[src/rtl/lif_soma_array_neuron.sv]
// Multi-channel leaky integrate-and-fire soma: saturating signed integration,
// tick-driven leak and refractory period, and a multi-spike axon delay line.
module lif_soma_array_neuron #(
    parameter int W         = 16,
    parameter int IN_CH     = 8,
    parameter int WW        = 8,
    parameter int CNT_W     = 8,
    parameter int MAX_DELAY = 16,
    localparam int DW       = (MAX_DELAY > 1) ? $clog2(MAX_DELAY) : 1
) (
    input  logic                clk,
    input  logic                rst,
    input  logic                cfg_load,
    input  logic [W-1:0]        cfg_v_rest,
    input  logic [W-1:0]        cfg_v_th,
    input  logic [W-1:0]        cfg_v_leak,
    input  logic [CNT_W-1:0]    cfg_refr,
    input  logic [DW-1:0]       cfg_delay,
    input  logic                kill,
    input  logic                tick,
    input  logic [IN_CH-1:0]    in_valid,
    input  logic [IN_CH*WW-1:0] in_weight,
    output logic                out_spike,
    output logic                o_wait,
    output logic [1:0]          o_state,
    output logic [W-1:0]        o_potential
);
    localparam int SW = W + $clog2(IN_CH) + 2;
    localparam logic signed [SW-1:0] V_MAX = {{(SW-W+1){1'b0}}, {(W-1){1'b1}}};
    localparam logic [DW-1:0] DELAY_MAX = DW'(MAX_DELAY - 1);

    typedef enum logic [1:0] {
        DEACTIVE   = 2'b00,
        ACTIVE     = 2'b01,
        ILLEGAL    = 2'b10,
        REFRACTORY = 2'b11
    } state_t;

    state_t                r_state, w_stateNext;
    logic signed [W-1:0]   r_vRest, r_vTh, r_v, w_vNext, w_vSat;
    logic [W-1:0]          r_vLeak;
    logic [CNT_W-1:0]      r_refr, r_refrCnt, w_cntNext;
    logic [DW-1:0]         r_delay, w_delayClamped;
    logic [MAX_DELAY-1:0]  r_delayLine;
    logic                  r_outSpike;
    logic signed [SW-1:0]  w_sum, w_vExt, w_restExt, w_leak, w_vSum;
    logic                  w_fire, w_inject, w_cfgLatch;

    // Wide datapath: sum of active weights, leak, then saturate high and clamp at rest.
    always_comb begin
        w_sum = '0;
        for (int i = 0; i < IN_CH; i++) begin
            if (in_valid[i]) begin
                w_sum = w_sum + {{(SW-WW){in_weight[i*WW+WW-1]}}, in_weight[i*WW +: WW]};
            end
        end
        w_vExt    = {{(SW-W){r_v[W-1]}}, r_v};
        w_restExt = {{(SW-W){r_vRest[W-1]}}, r_vRest};
        w_leak    = tick ? {{(SW-W){1'b0}}, r_vLeak} : '0;
        w_vSum    = w_vExt + w_sum - w_leak;
        if (w_vSum > V_MAX) begin
            w_vSat = V_MAX[W-1:0];
        end else if (w_vSum < w_restExt) begin
            w_vSat = r_vRest;
        end else begin
            w_vSat = w_vSum[W-1:0];
        end
        w_fire = (w_vSat >= r_vTh);
    end

    assign w_delayClamped = (cfg_delay > DELAY_MAX) ? DELAY_MAX : cfg_delay;

    always_comb begin
        w_stateNext = r_state;
        w_vNext     = r_v;
        w_cntNext   = r_refrCnt;
        w_inject    = 1'b0;
        w_cfgLatch  = 1'b0;
        if (kill) begin
            w_stateNext = DEACTIVE;
            w_vNext     = r_vRest;
            w_cntNext   = '0;
        end else begin
            case (r_state)
                DEACTIVE: begin
                    if (cfg_load) begin
                        w_cfgLatch  = 1'b1;
                        w_vNext     = cfg_v_rest;
                        w_stateNext = ACTIVE;
                    end
                end
                ACTIVE: begin
                    if (w_fire) begin
                        w_vNext   = r_vRest;
                        w_inject  = 1'b1;
                        w_cntNext = r_refr;
                        if (r_refr != '0) begin
                            w_stateNext = REFRACTORY;
                        end
                    end else begin
                        w_vNext = w_vSat;
                    end
                end
                REFRACTORY: begin
                    w_vNext = r_vRest;
                    // A zero count can only appear through corruption; treat it as expired.
                    if (tick) begin
                        if (r_refrCnt <= CNT_W'(1)) begin
                            w_cntNext   = '0;
                            w_stateNext = ACTIVE;
                        end else begin
                            w_cntNext = r_refrCnt - CNT_W'(1);
                        end
                    end
                end
                default: w_stateNext = DEACTIVE;
            endcase
        end
    end

    always_ff @(posedge clk or negedge rst) begin
        if (!rst) begin
            r_state <= DEACTIVE;
        end else begin
            r_state <= w_stateNext;
        end
    end

    always_ff @(posedge clk or negedge rst) begin
        if (!rst) begin
            r_vRest     <= '0;
            r_vTh       <= '0;
            r_vLeak     <= '0;
            r_refr      <= '0;
            r_delay     <= '0;
            r_v         <= '0;
            r_refrCnt   <= '0;
            r_delayLine <= '0;
            r_outSpike  <= 1'b0;
        end else begin
            if (w_cfgLatch) begin
                r_vRest <= cfg_v_rest;
                r_vTh   <= cfg_v_th;
                r_vLeak <= cfg_v_leak;
                r_refr  <= cfg_refr;
                r_delay <= w_delayClamped;
            end
            r_v       <= w_vNext;
            r_refrCnt <= w_cntNext;
            if (kill) begin
                r_delayLine <= '0;
                r_outSpike  <= 1'b0;
            end else begin
                r_delayLine <= (r_delayLine << 1) | MAX_DELAY'(w_inject);
                r_outSpike  <= r_delayLine[r_delay];
            end
        end
    end

    assign out_spike   = r_outSpike;
    assign o_wait      = (r_state == REFRACTORY);
    assign o_state     = r_state;
    assign o_potential = r_v;

endmodule

[config.mk]
export PLATFORM = sky130hd
export DESIGN_NAME = lif_soma_array_neuron
export DESIGN_NICKNAME = d
export VERILOG_FILES = /design/src/rtl/lif_soma_array_neuron.sv
export SDC_FILE = /design/constraint.sdc
export NUM_CORES = 1
export LEC_CHECK = 0
export ABC_AREA = 1
export BUFFER_PORTS_ARGS = -buffer_cell sky130_fd_sc_hd__buf_2
export CAP_MARGIN = 20
export CORE_ASPECT_RATIO = 2
export CORE_UTILIZATION = 45
export DETAILED_ROUTE_END_ITERATION = 16
export PLACE_DENSITY = 0.65
export RECOVER_POWER = 25
export SLEW_MARGIN = 20
export SYNTH_ARGS = -nofsm -noshare
export SYNTH_HDL_FRONTEND = slang
export SYNTH_SLANG_ARGS = --single-unit
[constraint.sdc]
create_clock -name clk -period 17.9 [get_ports clk]
set_input_delay 5.37 -clock clk [delete_from_list [all_inputs] [get_ports clk]]
set_output_delay 5.37 -clock clk [all_outputs]
set_load 0.01 [all_outputs]
==> impl_metrics.env <==
export IMPL_status="finished, violations left"
export IMPL_violations="capacitance limit, slew limit, setup timing"
export IMPL_timing_worst_setup_path_type="input pin to register"
export IMPL_timing_setup_tns_ps=-53400
export IMPL_core_area_um2=32810
export IMPL_drtPass1Iterations=8
export IMPL_min_path_type="register to register"
export IMPL_area_growth_synth_to_final_pct=57.10
export IMPL_syn_area_per_cell_um2=6.540
export IMPL_synth_seq_cells=103
export IMPL_sequential_to_total_area_share_from_yosys_stat=0.1725
export IMPL_cts_root_cell="sky130_fd_sc_hd__clkbuf_16"
export IMPL_finalWeightedCongestion=0.9412
export IMPL_ys_warnings_count=0
export IMPL_ys_types=56
export IMPL_relSlewSlack=-0.4505
export IMPL_master_of_the_slowest_instance_on_the_critical_path="sky130_fd_sc_hd__fa_1"
export IMPL_buffer_depth_of_the_longest_clock_path=2
export IMPL_finalWorstSetupSlack_ps=-2043
export IMPL_finalCritPeriodShare=1.114
export IMPL_drt_vias_per_instance=5.493
export IMPL_dp_hpwl_um=45890
export IMPL_count_of_nets_left_with_antenna_violations_after_detail_routing=0
export IMPL_synthFlopType="sky130_fd_sc_hd__dfrtp_1"
export IMPL_cts_tree="yes"
export IMPL_synth_nets=2638
export IMPL_nFillCells=2603
export IMPL_worstSetupStartpointType="input pin"
export IMPL_post_cts_hold_buffer_count=0
export IMPL_die_w_um=130.9
export IMPL_post_synth_instance_area_um2=14940
export IMPL_rsz0062_at_grt="yes"
export IMPL_drv_slew=43
export IMPL_drc=0
export IMPL_finalHoldViolCount=0
export IMPL_synth_enable_flop_cells=0
export IMPL_sequential_cell_area_um2=2577
export IMPL_cp_slowest_stage_delay_ps=520
export IMPL_multi_input_comb_area_um2=12810
export IMPL_postSynth_asyncResetShare=1.000
export IMPL_route_detailed_wl_per_inst_um=17.71
export IMPL_grt_ovfl_total=0
export IMPL_drt_iter0_drc=991
export IMPL_grt_usage=0.3631
export IMPL_clkSinkCount=103
export IMPL_layout_cell_share_with_drive_strength_beyond_1=0.4029
export IMPL_antenna_found_initial=4
export IMPL_clock_fmax_ghz=0.05014
export IMPL_detailed_route_wire_length_um=62180
export IMPL_syn_instance_count=2285
export IMPL_nets=3423
export IMPL_cts_clk_slew_worst_paths_ps=80
export IMPL_timing_final_crit_period_ps=19940
export IMPL_die_h_um=259.7
export IMPL_arrival_ps=20210
export IMPL_start_util=0.4554
export IMPL_io_pin_count=157
export IMPL_dpl_worst_slack_ps=-2503
export IMPL_die_area_um2=33980
export IMPL_grt_start_max_net_pins=85
export IMPL_timing_critical_path_mode_cell="sky130_fd_sc_hd__buf_4"
export IMPL_port_buffer_count=156
export IMPL_vias_in_the_first_global_route=19380
export IMPL_timing_max_cap_violations=1
export IMPL_timing_critical_path_required_ps=18170
export IMPL_final_setup_skew_ps=13.79
export IMPL_clock_insertion_delay_worst_skew_ps=370
export IMPL_ctsHtreeMaxLevel=3
export IMPL_cts_buffers=9
export IMPL_global_route_wire_length_before_repair_um=94520
export IMPL_timing_worst_slew_pin_value_ps=2176
export IMPL_cp_end_kind="register"
export IMPL_placement_rows=94
export IMPL_layout_commonest_cell="sky130_fd_sc_hd__buf_4"
export IMPL_mostFrequentLayoutCells="sky130_fd_sc_hd__buf_4, sky130_fd_sc_hd__nand2_1, sky130_fd_sc_hd__inv_1"
export IMPL_setup_viol=27
export IMPL_total_vias_in_the_final_route=19290
export IMPL_crit_fanout=7
[cell usage after synthesis, types with 13 or more instances]
library cell / n / area share
sky130_fd_sc_hd__a21o_1: 13 / 0.0065
sky130_fd_sc_hd__a21oi_1: 236 / 0.079
sky130_fd_sc_hd__a221oi_1: 17 / 0.010
sky130_fd_sc_hd__a31oi_1: 16 / 0.0067
sky130_fd_sc_hd__clkbuf_1: 42 / 0.011
sky130_fd_sc_hd__dfrtp_1: 103 / 0.17
sky130_fd_sc_hd__fa_1: 25 / 0.033
sky130_fd_sc_hd__ha_1: 191 / 0.16
sky130_fd_sc_hd__inv_1: 286 / 0.072
sky130_fd_sc_hd__mux2_2: 18 / 0.014
sky130_fd_sc_hd__nand2_1: 581 / 0.15
sky130_fd_sc_hd__nand3_1: 120 / 0.040
sky130_fd_sc_hd__nand4_1: 19 / 0.0080
sky130_fd_sc_hd__nor2_1: 156 / 0.039
sky130_fd_sc_hd__nor3_1: 21 / 0.0070
sky130_fd_sc_hd__o21ai_0: 134 / 0.045
sky130_fd_sc_hd__o21ai_1: 50 / 0.017
sky130_fd_sc_hd__or2_2: 13 / 0.0054
sky130_fd_sc_hd__xnor2_1: 39 / 0.023
sky130_fd_sc_hd__xor2_1: 67 / 0.039
[critical path, delay by kind of cell]
kind / cells / cell delay [ps]
adder cells (fa/ha/maj): 6 / 1860
buffers and inverters: 60 / 7030
AO/OA/AOI/OAI: 12 / 2170
AND/OR/NAND/NOR: 43 / 3600
XOR/XNOR: 1 / 120
[routing by layer]
metal  track usage  routed length (um)
met5             0                   0
met4        0.3391                7226
met3       0.05657                2931
met2        0.6900               33090
met1        0.3098               18930
[timing repair]
item / in CTS / in global routing
cloned: 5 / 1
pin swaps: 104 / 108
buffers inserted: 119 / 18
resized for setup: 256 / 134
setup endpoints to repair: 27 / 27
[through the flow]
step,cells,instance area [um^2],hold slack (ps),utilization
global route,3509,23470,516.8,0.7152
CTS,3488,22760,488.8,0.6935
detailed placement,3351,20390,471.7,0.6214
floorplan,2285,15300,445.2,-
global placement,3351,20390,453.1,0.6214
finish,3512,23480,480.3,0.7154
[state kept, by name, summed over array words and instances (netlist names)]
register,flops
out_spike,1
r_vRest,16
r_delay,4
r_refrCnt,8
r_vLeak,16
r_delayLine,16
r_refr,8
o_state,2
r_vTh,16
o_potential,16
[final timing paths]
check	slack (ps)	startpoint	endpoint	cells past startpoint
worst max-delay path	-2040	in_valid[0]	o_potential[10]	122
max in group asynchronous	10450	rst	r_vLeak[9]	2
worst min register to register	480	r_delayLine[9]	r_delayLine[10]	2
min in group asynchronous	5640	rst	r_vTh[1]	1
worst max register to register	11120	o_potential[5]	o_potential[10]	45
worst min-delay path	480	r_delayLine[9]	r_delayLine[10]	2
[logic make-up after synthesis]
group | count (synthesis) | share of synthesized area
AO/OA/AOI/OAI | 543 | 0.2056
adder cells (fa/ha/maj) | 216 | 0.1934
buffers and inverters | 358 | 0.09219
flip-flops | 103 | 0.1725
XOR/XNOR | 106 | 0.06213
multiplexers | 18 | 0.01356
AND/OR/NAND/NOR | 941 | 0.2606
[cell type report]
type / instances / area share
Timing Repair inverter: 2 / 0.0009593
Inverter: 298 / 0.04871
Multi-Input combinational cell: 1824 / 0.5459
Sequential cell: 103 / 0.1098
Clock inverter: 5 / 0.003464
Tap cell: 432 / 0.02302
Clock buffer: 11 / 0.009913
Timing Repair Buffer: 832 / 0.2577
Antenna cell: 5 / 0.0005330
Power is left out: the tool's default activity adds up to more than one toggle a clock period on the data nets, which glitch-free logic cannot reach.
